File: src/rtl/fetch_pc_gen_pkg.sv
`default_nettype none
// ============================================================================
//  Module      : fetch_pc_gen_pkg
//  Description : Shared MIPS fetch definitions: word type, reset vector,
//                fetch FSM state encoding and the sequential-PC helper.
//  Revision    : 1.0  initial release
// ============================================================================
package fetch_pc_gen_pkg;

   typedef logic [31:0] word_t;

   localparam word_t RESET_PC_DEFAULT = 32'hbfc0_0000;

   // Fetch FSM state encoding
   typedef logic [1:0] fetch_state_t;
   localparam fetch_state_t ST_REQ     = 2'd0;
   localparam fetch_state_t ST_WAIT    = 2'd1;
   localparam fetch_state_t ST_HOLD    = 2'd2;
   localparam fetch_state_t ST_DISCARD = 2'd3;

   // Sequential next PC; wraps modulo 2^32
   function automatic word_t next_seq_pc(input word_t pc);
      return pc + 32'd4;
   endfunction

endpackage
`default_nettype wire

File: src/rtl/fetch_redirect_latch.sv
`default_nettype none
// ============================================================================
//  Module      : fetch_redirect_latch
//  Description : Records pending branch-class and exception redirects and
//                presents them merged with this cycle's requests.
//  Revision    : 1.0  initial release
// ============================================================================
module fetch_redirect_latch
   import fetch_pc_gen_pkg::*;
(
   input  logic  clk,
   input  logic  reset,
   input  logic  exception,
   input  word_t pcexception,
   input  logic  branch_taken,
   input  logic  jr,
   input  logic  jump,
   input  word_t pcbranchD,
   input  word_t pcjrD,
   input  word_t pcjumpD,
   input  logic  clear,
   output logic  exc_any,
   output word_t exc_target,
   output logic  redirect_valid,
   output word_t redirect_target
);

   logic  br_pending;
   word_t br_pending_target;
   logic  exc_pending;
   word_t exc_pending_target;

   logic  br_now;
   word_t br_now_target;
   logic  br_any;
   word_t br_target;

   // Branch-class request of this cycle with branch_taken > jr > jump priority
   always_comb begin
      br_now        = branch_taken | jr | jump;
      br_now_target = pcjumpD;
      if (branch_taken)
         br_now_target = pcbranchD;
      else if (jr)
         br_now_target = pcjrD;
   end

   // Newest request wins over the recorded one; exception beats any branch
   always_comb begin
      br_any          = br_now | br_pending;
      br_target       = br_now ? br_now_target : br_pending_target;
      exc_any         = exception | exc_pending;
      exc_target      = exception ? pcexception : exc_pending_target;
      redirect_valid  = exc_any | br_any;
      redirect_target = exc_any ? exc_target : br_target;
   end

   // Pending redirect storage, dropped once the fetch FSM consumes it
   always_ff @(posedge clk) begin
      if (reset || clear) begin
         br_pending         <= 1'b0;
         br_pending_target  <= '0;
         exc_pending        <= 1'b0;
         exc_pending_target <= '0;
      end else begin
         br_pending         <= br_any;
         br_pending_target  <= br_target;
         exc_pending        <= exc_any;
         exc_pending_target <= exc_target;
      end
   end

endmodule
`default_nettype wire

File: src/rtl/fetch_pc_gen.sv
`default_nettype none
// ============================================================================
//  Module      : fetch_pc_gen
//  Description : Fetch-stage PC generator with a one-outstanding instruction
//                memory handshake, delay-slot-preserving redirects and
//                exception discard of in-flight fetches.
//  Revision    : 1.0  initial release
// ============================================================================
module fetch_pc_gen
   import fetch_pc_gen_pkg::*;
#(
   parameter word_t RESET_PC = RESET_PC_DEFAULT
)(
   input  logic  clk,
   input  logic  reset,
   input  logic  exception,
   input  word_t pcexception,
   input  logic  branch_taken,
   input  logic  jr,
   input  logic  jump,
   input  word_t pcbranchD,
   input  word_t pcjrD,
   input  word_t pcjumpD,
   input  logic  stallF,
   output logic  inst_req,
   output word_t inst_addr,
   input  logic  inst_addr_ok,
   input  logic  inst_data_ok,
   input  word_t inst_rdata,
   output word_t pcF,
   output word_t instrF,
   output logic  validF,
   output word_t pcplus4F
);

   fetch_state_t state;
   fetch_state_t state_next;
   word_t        pc;
   word_t        pc_next;
   logic         capture;
   logic         redirect_clear;

   logic         exc_any;
   word_t        exc_target;
   logic         redirect_valid;
   word_t        redirect_target;

   fetch_redirect_latch u_redirect (
      .clk             (clk),
      .reset           (reset),
      .exception       (exception),
      .pcexception     (pcexception),
      .branch_taken    (branch_taken),
      .jr              (jr),
      .jump            (jump),
      .pcbranchD       (pcbranchD),
      .pcjrD           (pcjrD),
      .pcjumpD         (pcjumpD),
      .clear           (redirect_clear),
      .exc_any         (exc_any),
      .exc_target      (exc_target),
      .redirect_valid  (redirect_valid),
      .redirect_target (redirect_target)
   );

   assign inst_req  = (state == ST_REQ);
   assign inst_addr = pc;
   assign validF    = (state == ST_HOLD);
   assign pcplus4F  = next_seq_pc(pc);

   // Next-state and next-PC selection for the fetch handshake
   always_comb begin
      state_next     = state;
      pc_next        = pc;
      capture        = 1'b0;
      redirect_clear = 1'b0;
      case (state)
         ST_REQ: begin
            // Address held until accepted; an exception turns the fetch into a discard
            if (inst_addr_ok)
               state_next = exc_any ? ST_DISCARD : ST_WAIT;
         end
         ST_WAIT: begin
            if (exc_any) begin
               if (inst_data_ok) begin
                  pc_next        = exc_target;
                  redirect_clear = 1'b1;
                  state_next     = ST_REQ;
               end else begin
                  state_next = ST_DISCARD;
               end
            end else if (inst_data_ok) begin
               capture    = 1'b1;
               state_next = ST_HOLD;
            end
         end
         ST_HOLD: begin
            if (exc_any) begin
               pc_next        = exc_target;
               redirect_clear = 1'b1;
               state_next     = ST_REQ;
            end else if (!stallF) begin
               pc_next        = redirect_valid ? redirect_target : pcplus4F;
               redirect_clear = 1'b1;
               state_next     = ST_REQ;
            end
         end
         ST_DISCARD: begin
            if (inst_data_ok) begin
               pc_next        = exc_target;
               redirect_clear = 1'b1;
               state_next     = ST_REQ;
            end
         end
         default: state_next = ST_REQ;
      endcase
   end

   // FSM, fetch PC and decode-facing instruction register
   always_ff @(posedge clk) begin
      if (reset) begin
         state  <= ST_REQ;
         pc     <= RESET_PC;
         pcF    <= '0;
         instrF <= '0;
      end else begin
         state <= state_next;
         pc    <= pc_next;
         if (capture) begin
            pcF    <= pc;
            instrF <= inst_rdata;
         end
      end
   end

endmodule
`default_nettype wire

File: config.mk
export PLATFORM = sky130hd
export DESIGN_NAME = fetch_pc_gen
export DESIGN_NICKNAME = d
export VERILOG_FILES = /design/src/rtl/fetch_pc_gen_pkg.sv /design/src/rtl/fetch_redirect_latch.sv /design/src/rtl/fetch_pc_gen.sv
export SDC_FILE = /design/constraint.sdc
export NUM_CORES = 1
export LEC_CHECK = 0
export CAP_MARGIN = 20
export CORE_ASPECT_RATIO = 2
export CORE_MARGIN = 4
export CORE_UTILIZATION = 41
export CTS_BUF_LIST = sky130_fd_sc_hd__clkbuf_8 sky130_fd_sc_hd__clkbuf_16
export CTS_CLUSTER_SIZE = 28
export DETAILED_ROUTE_END_ITERATION = 7
export PLACE_DENSITY = 0.78
export SLEW_MARGIN = 20
export SYNTH_ARGS = -nofsm -noshare
export SYNTH_HDL_FRONTEND = slang
export SYNTH_SLANG_ARGS = --single-unit
File: constraint.sdc
create_clock -name clk -period 2 [get_ports clk]
set_input_delay 0.4 -clock clk [delete_from_list [all_inputs] [get_ports clk]]
set_output_delay 0.4 -clock clk [all_outputs]
set_load 0.02 [all_outputs]
==> flow_summary.ini, run 1 <==
[pwr]
p_comb_frac = 0.282
switchingPower_w = 0.00291
cellPowerDensity_nw_per_um2 = 686
sw_frac_of_total = 0.299
power_frac_seq = 0.372
p_int_w = 0.00683
clkPwrFrac = 0.345
ir_drop_mv = 0.478
cellLeakagePower_nw = 5.84
p_total_w = 0.00974

[floorplan]
initial_utilization = 0.417
dieArea_um2 = 22200
fp.dieW_um = 107
ios = 299
die_h_um = 207
num_rows = 72
core-area_um2 = 19400

[timing]
tns_ns = -11.02
period_share = 1.35
fin_ws_ns = -0.692
worst_pin_slew_ns = 0.654
rsz0062_at_grt = yes
drv_slew = 0
min_period_ns = 2.69
clock.fmax_mhz = 371
relSlewSlack = 0.562
skew_ns = 0.0114
setup_violations = 33
hold_violations = 0

[worst_setup_path]
worst_ep_arrival_time_ns = 2.29
crit_slowest_cell = dfxtp_4
end_kind = primary output
ff2ff_setup_slack_ns = -0.25
reg2reg_from = inst_addr[3]
cp-startpoint = inst_addr[3]
path_depth = 9
path_buf_inv = 4
critical_path.top_delay_family = simple AND/OR/NAND/NOR gates
r2r_cells = 10
path_class = flip-flop to primary output
critPathLaunchType = flip-flop
worstPathCellList = buf_6 -> nand4_1 -> nor4_4 -> buf_4 -> nand3_4 -> buf_6 -> nor2_4 -> xnor2_2 -> buf_4
reg2reg_to = inst_addr[23]
crit_end = pcplus4F[23]
cp_max_fo = 3
slowest_delay_ns = 0.37
crit_required_ns = 1.60

[logic_synthesis]
synth_edf_count = 0
synth-xor-area-share = 0.0292
synth_compound_area_frac = 0.209
yosysTopAreaCellShare = 0.406
synth_top_flop_cell = dfxtp_1
syn-num-nets = 1173
synth_cell_types = 70
ys_warn_count = 0
synth_area_leader_cell = dfxtp_1
yosys-top-cells-area = dfxtp_1, nand2_1, a21oi_1
syn_inst = 1003
synth_adder_area_share = 0.00155
synth_seq_cells = 164
synth-simple-area-share = 0.232
synthMuxAreaShare = 0.0647
synth_area_per_cell_um2 = 8.06
yosysSeqAreaShare = 0.406
synth_top_family_by_area = simple AND/OR/NAND/NOR gates
syn_area_um2 = 8090
async_flop_share = 0

[route]
wire_per_inst_um = 19.8
finalWirelength_mm = 34.4
viasPerCell = 5.57
met1_length_mm = 11.6
met2WireLength_mm = 17.6
dr.pass1.iters = 8
routed.top_layer = met4
dr_wl_met3_mm = 2.41
drcViolationCount = 0
vias = 9701
ant_nets = 0
first_iter_violations = 895

[cts]
cts-root-buf = clkbuf_16
clk_path_buf_depth = 2
insertion_delay_ns = 0.43
cts_sinks = 164
numCtsBuffers = 17
cts_tree = yes
clk_pin_slew_worst_paths_ns = 0.07
postCtsHoldBufs = 0
htreeDepth = 4

[placed_design]
dp_hpwl_mm = 24.3
gp_congestion = 0.957
port_buffers = 298

[run]
maxCapViolCount = 0

[status]
failed_checks = negative setup slack
status = complete, but fails checks

[global_routing]
grt_first_pass_wirelength_mm = 49.5
grt.total_usage = 0.286
grt_pass1_vias = 9560
grt_max_degree = 65
grt-ovfl-total = 0
antenna_found_initial = 0

[final_layout]
final_nets = 1641
nFillCells = 1322
layout_commonest_cell = clkdlybuf4s50_1
drive_above_1_share = 0.279
diodes = 0
final_cell_mix = clkdlybuf4s50_1, buf_4, nand2_1, dfxtp_1, a21oi_1
syn2layout_area_growth_pct = 75.5

[worst_hold_path]
hold_path_class = input pin to flip-flop
## final cells by class
cell class | instances | area, um^2 | share of cell area
timing repair buffer | 531 | 4910 | 0.346
clock inverter | 13 | 159 | 0.0112
tap | 259 | 324 | 0.0228
inverter | 18 | 67.6 | 0.00476
clock buffer | 18 | 439 | 0.0310
multi-input combinational | 739 | 4930 | 0.348
sequential | 164 | 3350 | 0.236
## registers in the layout, indices dropped and copies added, names as in the netlist
signal                         flops
u_redirect.exc_pending_target     32
u_redirect.br_pending_target      32
state                              2
inst_addr                         32
pcF                               32
u_redirect.exc_pending             1
u_redirect.br_pending              1
instrF                            32
## metrics by stage
stage          cells  utilization  cell area (um^2)  setup WS, ns  hold slack, ns
5_1_grt         1742        0.732             14200        -0.715           0.298
4_1_cts         1725        0.716             13900        -0.652           0.267
3_3_place_gp    1662        0.655             12700        -0.527           0.438
6_report        1742        0.732             14200        -0.692           0.300
3_5_place_dp    1662        0.655             12700        -0.506           0.445
2_1_floorplan   1003            -              8350       -0.0786           0.429
## power groups by stage
stage                     sequential [W]  clock (W)  combinational, W
after floorplan                  0.00381          0           0.00105
after global placement           0.00366          0           0.00251
after detailed placement         0.00367          0           0.00254
after CTS                        0.00361    0.00340           0.00261
after global routing             0.00364    0.00352           0.00290
final                            0.00362    0.00336           0.00275
## worst min path at each step
stage | from | to | slack, ns | cells past startpoint
floorplan | u_redirect.br_pending_target[28] | u_redirect.br_pending_target[28] | 0.43 | 2
global placement | u_redirect.br_pending_target[28] | u_redirect.br_pending_target[28] | 0.44 | 2
detailed placement | instrF[0] | instrF[0] | 0.45 | 2
CTS | reset | inst_addr[21] | 0.27 | 2
global route | reset | inst_addr[21] | 0.30 | 2
finish | reset | inst_addr[21] | 0.30 | 2
## cells in the mapped netlist (9+ instances only)
cell type,n
a211oi_1,14
mux2_2,10
buf_2,32
a22oi_1,17
xor2_1,9
xnor2_1,18
and2_1,17
nor2_1,86
nor2b_1,12
nor3_1,16
nand2_1,174
o21ai_0,38
clkbuf_1,41
mux2i_1,41
dfxtp_1,164
nand3_1,17
inv_1,18
or3_1,9
nand2b_1,10
a21oi_1,112
nand4_1,13
## metal layers
| metal | up-vias | track usage |
|---|---|---|
| li1 | 4464 | - |
| met1 | 4492 | 0.296 |
| met2 | 563 | 0.515 |
| met3 | 182 | 0.0482 |
| met4 | 0 | 0.197 |
| met5 | - | 0 |
## cell families after synthesis
kind of cell	after synthesis
simple gates	393
compound gates	266
flops	164
fa+ha+maj	1
xor+xnor	27
buf+inv	101
mux	51
## repair_timing
action,4_1_cts,5_1_grt
pin swaps,41,39
resized for setup,183,58
endpoints found under the setup margin,43,54
cloned,0,1
buffers inserted,33,21
Note: power is estimated with default switching activity, not from simulation.
==> inputs of run 2 (changes only) <==
--- a/config.mk
+++ b/config.mk
@@ -6,14 +6,14 @@
 export NUM_CORES = 1
 export LEC_CHECK = 0
 export CAP_MARGIN = 20
-export CORE_ASPECT_RATIO = 2
+export CORE_ASPECT_RATIO = 1.1
 export CORE_MARGIN = 4
 export CORE_UTILIZATION = 41
 export CTS_BUF_LIST = sky130_fd_sc_hd__clkbuf_8 sky130_fd_sc_hd__clkbuf_16
 export CTS_CLUSTER_SIZE = 28
 export DETAILED_ROUTE_END_ITERATION = 7
 export PLACE_DENSITY = 0.78
-export SLEW_MARGIN = 20
+export SLEW_MARGIN = 25
 export SYNTH_ARGS = -nofsm -noshare
 export SYNTH_HDL_FRONTEND = slang
 export SYNTH_SLANG_ARGS = --single-unit
==> flow_summary.ini, run 2 (synthesized netlist as in run 1, its figures left out) <==
[cts]
clk_path_buf_depth = 2
htreeDepth = 4
cts_sinks = 164
insertion_delay_ns = 0.43
cts-root-buf = clkbuf_16
numCtsBuffers = 17
clk_pin_slew_worst_paths_ns = 0.06
cts_tree = yes

[worst_setup_path]
ff2ff_setup_slack_ns = -0.18
critPathLaunchType = flip-flop
end_kind = primary output
r2r_cells = 9
slowest_delay_ns = 0.35
cp_max_fo = 4
crit_slowest_cell = dfxtp_2
reg2reg_from = inst_addr[2]
worst_ep_arrival_time_ns = 2.12
reg2reg_to = inst_addr[23]
path_class = flip-flop to primary output
crit_required_ns = 1.60
worstPathCellList = nand4_1 -> buf_4 -> nor4_4 -> buf_4 -> buf_6 -> and4_4 -> xor2_4 -> buf_6

[placed_design]
port_buffers = 298
gp_congestion = 0.909
dp_hpwl_mm = 24.6
post_dp_cell_area_um2 = 12600

[timing]
rsz0062_at_grt = yes
worst_pin_slew_ns = 0.460
relSlewSlack = 0.689
whs_ns = 0.373
min_period_ns = 2.52
setup_violations = 28
drv_slew = 0
tns_ns = -9.52
fin_ws_ns = -0.524
period_share = 1.26
hold_violations = 0
clock.fmax_mhz = 396
skew_ns = 0.0106

[final_layout]
drive_above_1_share = 0.268
final_nets = 1618
layout_commonest_cell = clkdlybuf4s50_1
fin_area_um2 = 14100
diodes = 0
syn2layout_area_growth_pct = 73.8
nFillCells = 1466
final_cell_mix = clkdlybuf4s50_1, buf_4, nand2_1, dfxtp_1, a21oi_1

[pwr]
cellPowerDensity_nw_per_um2 = 675
p_total_w = 0.00949
ir_drop_mv = 0.636
cellLeakagePower_nw = 5.86

[route]
dr.pass1.iters = 5
ant_nets = 0
drcViolationCount = 0
first_iter_violations = 704
wire_per_inst_um = 18.9
viasPerCell = 5.37
finalWirelength_mm = 32.3
vias = 9176

[floorplan]
num_rows = 53
initial_utilization = 0.420
dieArea_um2 = 22000
fp.dieW_um = 142
ios = 299
die_h_um = 155
core-area_um2 = 19200

[global_routing]
grt_first_pass_wirelength_mm = 48.2
antenna_found_initial = 0
grt.total_usage = 0.277
grt_pass1_vias = 8904
grt-ovfl-total = 0
grt_max_degree = 65

[worst_hold_path]
hold_path.startpoint = reset
min_to = inst_addr[10]
hold_depth = 2
hold_path_class = input pin to flip-flop

[status]
status = complete, but fails checks
failed_checks = negative setup slack

[run]
maxCapViolCount = 0
-- run 2: per-stage QoR --
stage,util,setup WS (ns),std cells
after global routing,0.731,-0.643,1708
after floorplan,-,-0.0786,1003
after detailed placement,0.658,-0.547,1642
final,0.731,-0.524,1708
after global placement,0.658,-0.543,1642
after CTS,0.707,-0.560,1690
-- run 2: repair_timing --
item	CTS	global route
buffers inserted	20	21
setup endpoints to repair	47	62
pin swaps	25	39
hold endpoints to repair	0	0
resized for setup	195	71
hold buffers	0	0
cloned	0	1
-- run 2: area by class of cell --
cell class                      instances  area [um^2]  share of cell area
Multi-Input combinational cell        738         4940               0.352
Sequential cell                       164         3340               0.238
Tap cell                              247          309              0.0220
Timing Repair Buffer                  509         4830               0.343
Clock buffer                           18          439              0.0312
Inverter                               18         67.6             0.00481
Clock inverter                         14          128             0.00908
-- run 2: critical path: cells and delay by family, from the launching register on --
family	cells	cell delay, ns
flops	1	0.35
simple gates	3	0.64
xor+xnor	1	0.15
buf+inv	4	0.55
-- run 2: worst max path at each step --
stage                   from           end  depth (start not counted)
3_3_place_gp    inst_addr[2]  pcplus4F[27]                          7
4_1_cts         inst_addr[2]  pcplus4F[25]                          8
6_report       inst_addr[11]  pcplus4F[25]                          8
5_1_grt        inst_addr[11]  pcplus4F[25]                          8
2_1_floorplan   inst_addr[3]  pcplus4F[30]                          5
3_5_place_dp    inst_addr[2]  pcplus4F[27]                          7
-- run 2: power by group --
group	total, W	internal, W	switching, W
Sequential	0.00363	0.00349	0.000143
Combinational	0.00270	0.00135	0.00135
Clock	0.00316	0.00176	0.00140
-- run 2: per-layer routing --
layer	global-route usage	vias up	routed length, um
met2	0.473	445	15700
met4	0.0914	0	784
met3	0.0606	52	2660
met5	0	-	0
met1	0.347	4262	13200
li1	-	4417	-
